### src/rtl/hit_filter_array.sv
// Multi-channel hit front end: synchronise, detect rising edges, apply per-channel dead time.
// Define HIT_FILTER_GLITCH_EN to require s high for two cycles before an edge is recognised.
module hit_filter_array #(
    parameter int unsigned N_CH        = 8,
    parameter int unsigned SYNC_STAGES = 2,
    parameter int unsigned DEAD_W      = 8,
    parameter int unsigned CNT_W       = 16
) (
    input  logic              clk,
    input  logic              rst,
    input  logic [N_CH-1:0]   hit,
    input  logic [N_CH-1:0]   ch_enable,
    input  logic [DEAD_W-1:0] dead_time,
    output logic [N_CH-1:0]   filtered_hit,
    output logic [N_CH-1:0]   hit_word,
    output logic              valid,
    output logic [CNT_W-1:0]  reject_cnt
);

    typedef enum logic {StIdle, StDead} state_e;

    // Six spare bits cover a popcount of up to 32 channels on top of a saturated count.
    localparam int unsigned    SumW   = CNT_W + 6;
    localparam logic [SumW-1:0] CntMax = {6'd0, {CNT_W{1'b1}}};

    logic [N_CH-1:0]   sync_q [SYNC_STAGES];
    logic [N_CH-1:0]   s;
    logic [N_CH-1:0]   s_d_q;
    logic [N_CH-1:0]   edge_det;
    state_e            state_q [N_CH];
    state_e            state_d [N_CH];
    logic [DEAD_W-1:0] cnt_q [N_CH];
    logic [DEAD_W-1:0] cnt_d [N_CH];
    logic [N_CH-1:0]   accept;
    logic [N_CH-1:0]   reject;
    logic [SumW-1:0]   rej_sum;
    logic [CNT_W-1:0]  reject_cnt_d;

    assign s = sync_q[SYNC_STAGES-1];

`ifdef HIT_FILTER_GLITCH_EN
    logic [N_CH-1:0] s_dd_q;

    always_ff @(posedge clk) begin
        if (rst) begin
            s_dd_q <= '0;
        end else begin
            s_dd_q <= s_d_q;
        end
    end

    assign edge_det = s & s_d_q & ~s_dd_q;
`else
    assign edge_det = s & ~s_d_q;
`endif

    always_comb begin
        accept  = '0;
        reject  = '0;
        rej_sum = {{(SumW-CNT_W){1'b0}}, reject_cnt};
        for (int i = 0; i < N_CH; i++) begin
            state_d[i] = state_q[i];
            cnt_d[i]   = cnt_q[i];
            if (!ch_enable[i]) begin
                state_d[i] = StIdle;
                cnt_d[i]   = '0;
            end else begin
                unique case (state_q[i])
                    StIdle: begin
                        if (edge_det[i]) begin
                            accept[i] = 1'b1;
                            if (dead_time != '0) begin
                                state_d[i] = StDead;
                                cnt_d[i]   = dead_time;
                            end
                        end
                    end
                    StDead: begin
                        // Edges seen while dead are dropped without reloading the counter.
                        reject[i] = edge_det[i];
                        cnt_d[i]  = cnt_q[i] - DEAD_W'(1);
                        if (cnt_q[i] == DEAD_W'(1)) begin
                            state_d[i] = StIdle;
                        end
                    end
                    default: state_d[i] = StIdle;
                endcase
            end
            rej_sum = rej_sum + {{(SumW-1){1'b0}}, reject[i]};
        end
        reject_cnt_d = (rej_sum > CntMax) ? {CNT_W{1'b1}} : rej_sum[CNT_W-1:0];
    end

    always_ff @(posedge clk) begin
        if (rst) begin
            for (int j = 0; j < SYNC_STAGES; j++) begin
                sync_q[j] <= '0;
            end
            s_d_q <= '0;
            for (int i = 0; i < N_CH; i++) begin
                state_q[i] <= StIdle;
                cnt_q[i]   <= '0;
            end
            filtered_hit <= '0;
            hit_word     <= '0;
            valid        <= 1'b0;
            reject_cnt   <= '0;
        end else begin
            sync_q[0] <= hit;
            for (int j = 1; j < SYNC_STAGES; j++) begin
                sync_q[j] <= sync_q[j-1];
            end
            s_d_q <= s;
            for (int i = 0; i < N_CH; i++) begin
                state_q[i] <= state_d[i];
                cnt_q[i]   <= cnt_d[i];
            end
            filtered_hit <= accept;
            hit_word     <= filtered_hit;
            valid        <= |filtered_hit;
            reject_cnt   <= reject_cnt_d;
        end
    end

endmodule

### config.mk
export PLATFORM = sky130hd
export DESIGN_NAME = hit_filter_array
export DESIGN_NICKNAME = d
export VERILOG_FILES = /design/src/rtl/hit_filter_array.sv
export SDC_FILE = /design/constraint.sdc
export NUM_CORES = 1
export LEC_CHECK = 0
export ABC_AREA = 1
export BUFFER_PORTS_ARGS = -buffer_cell sky130_fd_sc_hd__buf_2
export CORE_MARGIN = 3
export CORE_UTILIZATION = 60
export DETAILED_ROUTE_END_ITERATION = 8
export GPL_TIMING_DRIVEN = 0
export PLACE_DENSITY_LB_ADDON = 0.15
export REMOVE_ABC_BUFFERS = 1
export SETUP_SLACK_MARGIN = 0.4
export SLEW_MARGIN = 20
export SYNTH_ARGS = -nofsm -noshare
export SYNTH_HDL_FRONTEND = slang
export SYNTH_SLANG_ARGS = --single-unit
### constraint.sdc
create_clock -name clk -period 10.8 [get_ports clk]
set_clock_uncertainty 0.15 [all_clocks]
set_input_delay 2.7 -clock clk [delete_from_list [all_inputs] [get_ports clk]]
set_output_delay 2.7 -clock clk [all_outputs]
set_load 0.1 [all_outputs]
# Yosys cells after proc, flatten, opt, wreduce, memory -nomap -nowiden
# Memory sizes are Yosys's and may differ from the RTL's.
# Index checks and enable logic that the tools add are counted.
# Widths: inputs -> output; s select.
[totals] ff_bits=41 ramBits=88 n_memories=3
[classes] addsub=16 order_cmp=1 eq_ne=8 muxes=111 n_bitwise=36 reduce_logical=10
[memory_table] name="cnt_q" depth=8 width=8 rd=8 rd_clocked_by_memory_dff=0 wr=8 line="32" text="logic [DEAD_W-1:0] cnt_q [N_CH];"
[memory_table] name="sync_q" depth=2 width=8 rd=2 rd_clocked_by_memory_dff=0 wr=2 line="26" text="logic [N_CH-1:0] sync_q [SYNC_STAGES];"
[memory_table] name="state_q" depth=8 width=1 rd=8 rd_clocked_by_memory_dff=0 wr=8 line="30" text="state_e state_q [N_CH];"
[ops] op="$mux 8" count=34
[ops] op="$pmux 8 s2" count=8
[ops] op="$eq 8x1->1 const B" count=8
[ops] op="$sub 8x1->8 const B" count=8
[ops] op="$mux 1" count=60
[ops] op="$add 22x1->22" count=2
[ops] op="$reduce_or 3->1" count=8
[ops] op="$add 21x1->22" count=1
[ops] op="$gt 22x16->1 const B" count=1
[ops] op="$add 20x1->21" count=1
[ops] op="$add 19x1->20" count=1
[ops] op="$add 18x1->19" count=1
[ops] op="$add 17x1->18" count=1
[ops] op="$or 1x1->1" count=18
[ops] op="$add 16x1->17" count=1
[ops] op="$mux 16" count=1
[ops] op="$not 1->1" count=16
[ops] op="$pmux 1 s2" count=8
[ops] op="$and 8x8->8" count=1
[ops] op="$not 8->8" count=1
[ops] op="$reduce_bool 8->1" count=1
[ops] op="$reduce_or 8->1" count=1

# Logic depth before layout (Yosys ltp)
[logic_depth] word_depth=14 mapped_depth=19 ltp_nobuf=19

# Least setup slack after synthesis
# No wires, ideal clock.
[synth_path] path_kind="input to register" start="input port ch_enable[0]" end="register reject_cnt[12]" setup_time_ns=0.119 arrival_time_ns=5.908 required_ns=10.531 path_slack_ns=4.623 path_stages=17 path_buffers=0 path_cell_list="inv_1 nor3_1 fa_1 inv_1 fa_1 inv_1 fa_1 fa_1 inv_1 fa_1 nand3b_1 nand2_1 nand2_1 nor2_1 nand2_1 o21ai_0 nor2_1"
[synth_between] elab_chain_len=11
[synth_rtl] element="from (decl)" line="12" text="input logic [N_CH-1:0] ch_enable,"
[synth_rtl] element="$mux 1 (*)" line="64" text="if (!ch_enable[i]) begin"
[synth_rtl] element="$add 16x1->17 (*)" line="89" text="rej_sum = rej_sum + {{(SumW-1){1'b0}}, reject[i]};"
[synth_rtl] element="$add 17x1->18 (*)" line="89"
[synth_rtl] element="$add 18x1->19 (*)" line="89"
[synth_rtl] element="$add 19x1->20 (*)" line="89"
[synth_rtl] element="$add 20x1->21 (*)" line="89"
[synth_rtl] element="$add 21x1->22 (*)" line="89"
[synth_rtl] element="$add 22x1->22 (*) (2 in a row)" line="89"
[synth_rtl] element="$gt 22x16->1" line="91" text="reject_cnt_d = (rej_sum > CntMax) ? {CNT_W{1'b1}} : rej_sum[CNT_W-1:0];"
[synth_rtl] element="$mux 16 (*)" line="91"
[synth_rtl] element="to (signal assigned)" line="121" text="reject_cnt <= reject_cnt_d;"
[synth_rtl] element="to (decl)" line="17" text="output logic [CNT_W-1:0] reject_cnt"
# Every way passes the cells marked *; elsewhere a longest branch is shown, timed or not.
# A chain may end at the register's enable or synchronous reset.

# Final worst setup path
[layout_path] start="input port ch_enable[0]" end="register reject_cnt[15]"
# Same word-level chain as after synthesis.

==> Flow_metrics.wiki <==
{| class="wikitable"
! Metric !! Value
|-
| Share of the synthesized area in the top cell type || 37.2%
|-
| Final-report max-slew violation count || 0
|-
| Synthesized-area fraction occupied by adder cells || 5.41%
|-
| Root Buffer || clkbuf_16
|-
| Overall die area || 12900 µm²
|-
| Number of hold buffers added after CTS || 0
|-
| Endpoint class of the critical path || flop
|-
| Clk pwr share || 50.3%
|-
| Number of design rule violations left after detail routing || 0
|-
| Proportion of register bits with asynchronous set or reset after synthesis || 0%
|-
| Worst-case setup slack after placement || 4.19 ns
|-
| Global-route wire length before repair || 28700 µm
|-
| Power density over the cells || 153 nW/µm²
|-
| Number of filler cells placed in the layout || 979
|-
| Placer's final routability congestion estimate || 0.919
|-
| Main combinational cell family by area after synthesis || simple AND/OR/NAND/NOR gates
|-
| Yosys cell types || 34
|-
| Run status || complete, no violations
|-
| Clock transition time at the flip-flop clock pins of the worst setup and hold paths || 0.06 ns
|-
| Number of instances resized during post-cts repair || 0
|-
| Htree depth || 4
|-
| Arrival @ worst endpoint || 6.37 ns
|-
| Floorplan row count || 38
|-
| Logic pwr share || 8.6%
|-
| Most Frequent Cell on Critical Path || fa_1
|-
| Multiplexer share of the synthesized area || 0%
|-
| MaxCap Viol Count || 0
|-
| Via count normalized by instance count || 5.31
|-
| # diodes || 0
|-
| Critical path peak fanout || 7
|-
| Min Clock Period, post-route || 6.17 ns
|-
| FF+latch area || 2580 µm²
|-
| Number of antenna violations at the first check in global routing || 0
|-
| Total negative slack || 0 ns
|-
| Post-detailed-routing wire length || 16800 µm
|-
| Flip-flop and latch count after synthesis || 129
|-
| Synth Instances || 1056
|-
| Final routed wire length divided by cell count || 13.3 µm
|-
| Total clock buffers created by CTS || 17
|-
| Cell area after technology mapping || 6940 µm²
|-
| Mean instance size in the synthesized netlist || 6.57 µm²
|-
| Clock latency of the later-clocked register in the worst-skew pair || 0.42 ns
|-
| Final number of hold-violating endpoints || 0
|-
| Top post-synthesis cells by count || 192 x nand2_1, 190 x nor2_1, 170 x inv_1
|-
| Type of the most critical hold path || flop to flop
|-
| Vias post-DR || 6738
|-
| Synthesized-area fraction occupied by ao, oa, aoi and oai cells || 11.1%
|-
| Chip Width || 114 µm
|-
| Switching fraction of total power || 24.4%
|-
| Maximum frequency from static timing analysis || 162 MHz
|-
| Hpwl dp || 11400 µm
|-
| Count of input and output buffers || 58
|-
| Type of the setup path with the least slack || input pin to flop
|-
| Number of failing setup endpoints in the final timing report || 0
|-
| Number of setup buffers added after CTS || 0
|-
| Critical Path Source Type || input pin
|-
| Register area share after synthesis || 37.2%
|-
| Max transition margin || 31.6%
|-
| Number of global-route vias before repair || 6268
|-
| Count of flip-flops with a built-in enable after synthesis || 0
|-
| Clock tree from TritonCTS || built
|-
| Area used by multi-input combinational logic || 3520 µm²
|-
| Warnings, synthesis || 0
|-
| Ordered list of cells on the worst path || buf_2 -> inv_1 -> nor3_1 -> fa_1 -> inv_1 -> fa_1 -> inv_1 -> fa_1 -> fa_1 -> inv_1 -> fa_1 -> nand3b_1 -> nand2_1 -> nand4_1 -> nand2_1 -> nor2_1 -> nor2_1
|-
| Number of nets in the final layout || 1168
|-
| Post-route clock period utilization || 57.2%
|-
| Pin count of the biggest net entering global routing || 51
|-
| DP Area || 7270 µm²
|-
| Worst-case clock buffer depth || 2
|-
| Drt first-iter violations || 514
|-
| Core box area || 11100 µm²
|-
| CP delay by family, top || adder cells
|-
| Pin slew with the least headroom to its limit || 1.03 ns
|-
| Summed area of non-filler cells in the final layout || 7900 µm²
|-
| Top-Level Pins || 59
|-
| Xor-xnor portion of the synthesized cell area || 0.631%
|-
| Share of final-layout standard cells stronger than drive strength 1 || 10.4%
|-
| Switching power of the nets || 0.294 mW
|-
| Most frequently used flop master after synthesis || dfxtp_1
|-
| Crit path required time || 11.00 ns
|-
| Cell with the most instances after synthesis || nand2_1
|-
| Smallest setup slack after layout || 4.63 ns
|-
| Post-synthesis simple-gate area fraction || 33.6%
|-
| Residual overflow from global routing || 0
|-
| Peak per-stage delay on the critical path || 0.56 ns
|-
| Unrepaired setup endpoints after global routing || no
|-
| Seq pwr share || 41.1%
|-
| Cell types with the largest area share after synthesis || dfxtp_1 37%, nand2_1 10%, nor2_1 10%
|-
| Total iterations of the first detailed-routing run || 5
|-
| Starting utilization of the core area || 62.6%
|-
| Clock sink total || 129
|-
| Detail Route Antenna Nets || 0
|-
| Most area-hungry cell type in the Yosys netlist || dfxtp_1
|-
| Overall die height || 114 µm
|-
| Master of the slowest instance on the critical path || fa_1
|-
| Area Overhead vs Synth || 13.8%
|-
| Overall routing resource usage || 27.3%
|-
| Combined buffer and inverter count along the critical path || 5
|-
| Internal Pwr Total || 0.911 mW
|-
| LEAKAGE || 3.62 nW
|-
| Worst vdd rail ir drop || 0.000193 V
|}
-- power groups by stage --
stage / logic [mW] / registers, mW / clock network, mW
CTS: 0.103 / 0.495 / 0.614
global placement: 0.100 / 0.505 / 0
detailed placement: 0.102 / 0.505 / 0
floorplan: 0.0648 / 0.511 / 0
finish: 0.104 / 0.495 / 0.606
global route: 0.119 / 0.496 / 0.634
-- area by class of cell --
type                            instances  area share [%]
Timing Repair Buffer                   58            3.68
Tap cell                              140            2.22
Clock buffer                           20            5.66
Inverter                              187            8.90
Clock inverter                         12            2.30
Sequential cell                       129            32.7
Multi-Input combinational cell        722            44.6
-- state kept, by name (all words and copies together) (netlist names) --
| signal | flops |
|---|---|
| reject_cnt | 16 |
| valid | 1 |
| filtered_hit | 8 |
| state_q | 8 |
| hit_word | 8 |
| cnt_q | 64 |
| sync_q | 16 |
| s_d_q | 8 |
-- worst min-delay path: stages (launching register included) --
cell and delay, ns:
dfxtp_1 0.29, inv_1 0.04, nor2_1 0.03
-- cells in the final DEF (no fill, tap or decap), types with 3 or more instances in the layout --
| cell | synthesis | final |
|---|---|---|
| nand2_1 | 192 | 192 |
| nor2_1 | 190 | 190 |
| inv_1 | 170 | 170 |
| dfxtp_1 | 129 | 129 |
| nand3_1 | 96 | 96 |
| a21oi_1 | 72 | 72 |
| o21ai_0 | 70 | 70 |
| buf_2 | 3 | 58 |
| ha_1 | 22 | 22 |
| nand4_1 | 19 | 19 |
| clkbuf_16 | 0 | 17 |
| nor3_1 | 15 | 15 |
| inv_2 | 11 | 11 |
| nand2_4 | 8 | 8 |
| nand3b_1 | 6 | 6 |
| o22ai_1 | 6 | 6 |
| clkinv_1 | 5 | 5 |
| nand2_2 | 5 | 5 |
| fa_1 | 5 | 5 |
| clkinvlp_4 | 0 | 4 |
| bufinv_16 | 0 | 4 |
| xor2_1 | 3 | 3 |
-- kinds of logic (layout without fill, tap and decap cells) --
family	Yosys count	in the layout
xor gates and xnor gates	5	5
DFF	129	129
adders and majority gates	27	27
buffers and inverters	205	277
and+or+nand+nor	539	539
AOI/OAI and AO/OA	151	151
-- routing by layer --
layer	up-vias	GRT usage [%]	wire, µm
li1	3457	-	-
met5	-	0	0
met1	3022	34.6	7460
met2	211	44.3	7700
met4	0	12.4	585
met3	48	6.26	1070
-- worst paths after layout --
check / start / to / slack, ns / depth (start not counted)
setup reg to reg: sync_q[0][8]$_SDFF_PP0_ / reject_cnt[11]$_SDFF_PP0_ / 6.34 / 18
hold / removal: sync_q[0][4]$_SDFF_PP0_ / sync_q[0][12]$_SDFF_PP0_ / 0.25 / 2
setup / recovery: ch_enable[0] / reject_cnt[15]$_SDFF_PP0_ / 4.63 / 17
hold reg to reg: sync_q[0][4]$_SDFF_PP0_ / sync_q[0][12]$_SDFF_PP0_ / 0.25 / 2
-- metrics by stage --
stage	hold slack (ns)	total power [mW]	util [%]	cells
finish	0.251	1.20	71.3	1268
global route	0.264	1.25	71.3	1268
CTS	0.251	1.21	71.3	1268
detailed placement	0.243	0.607	65.6	1236
global placement	0.240	0.605	65.6	1236
floorplan	0.238	0.576	-	1038
Power figures use the tool's default switching activity.
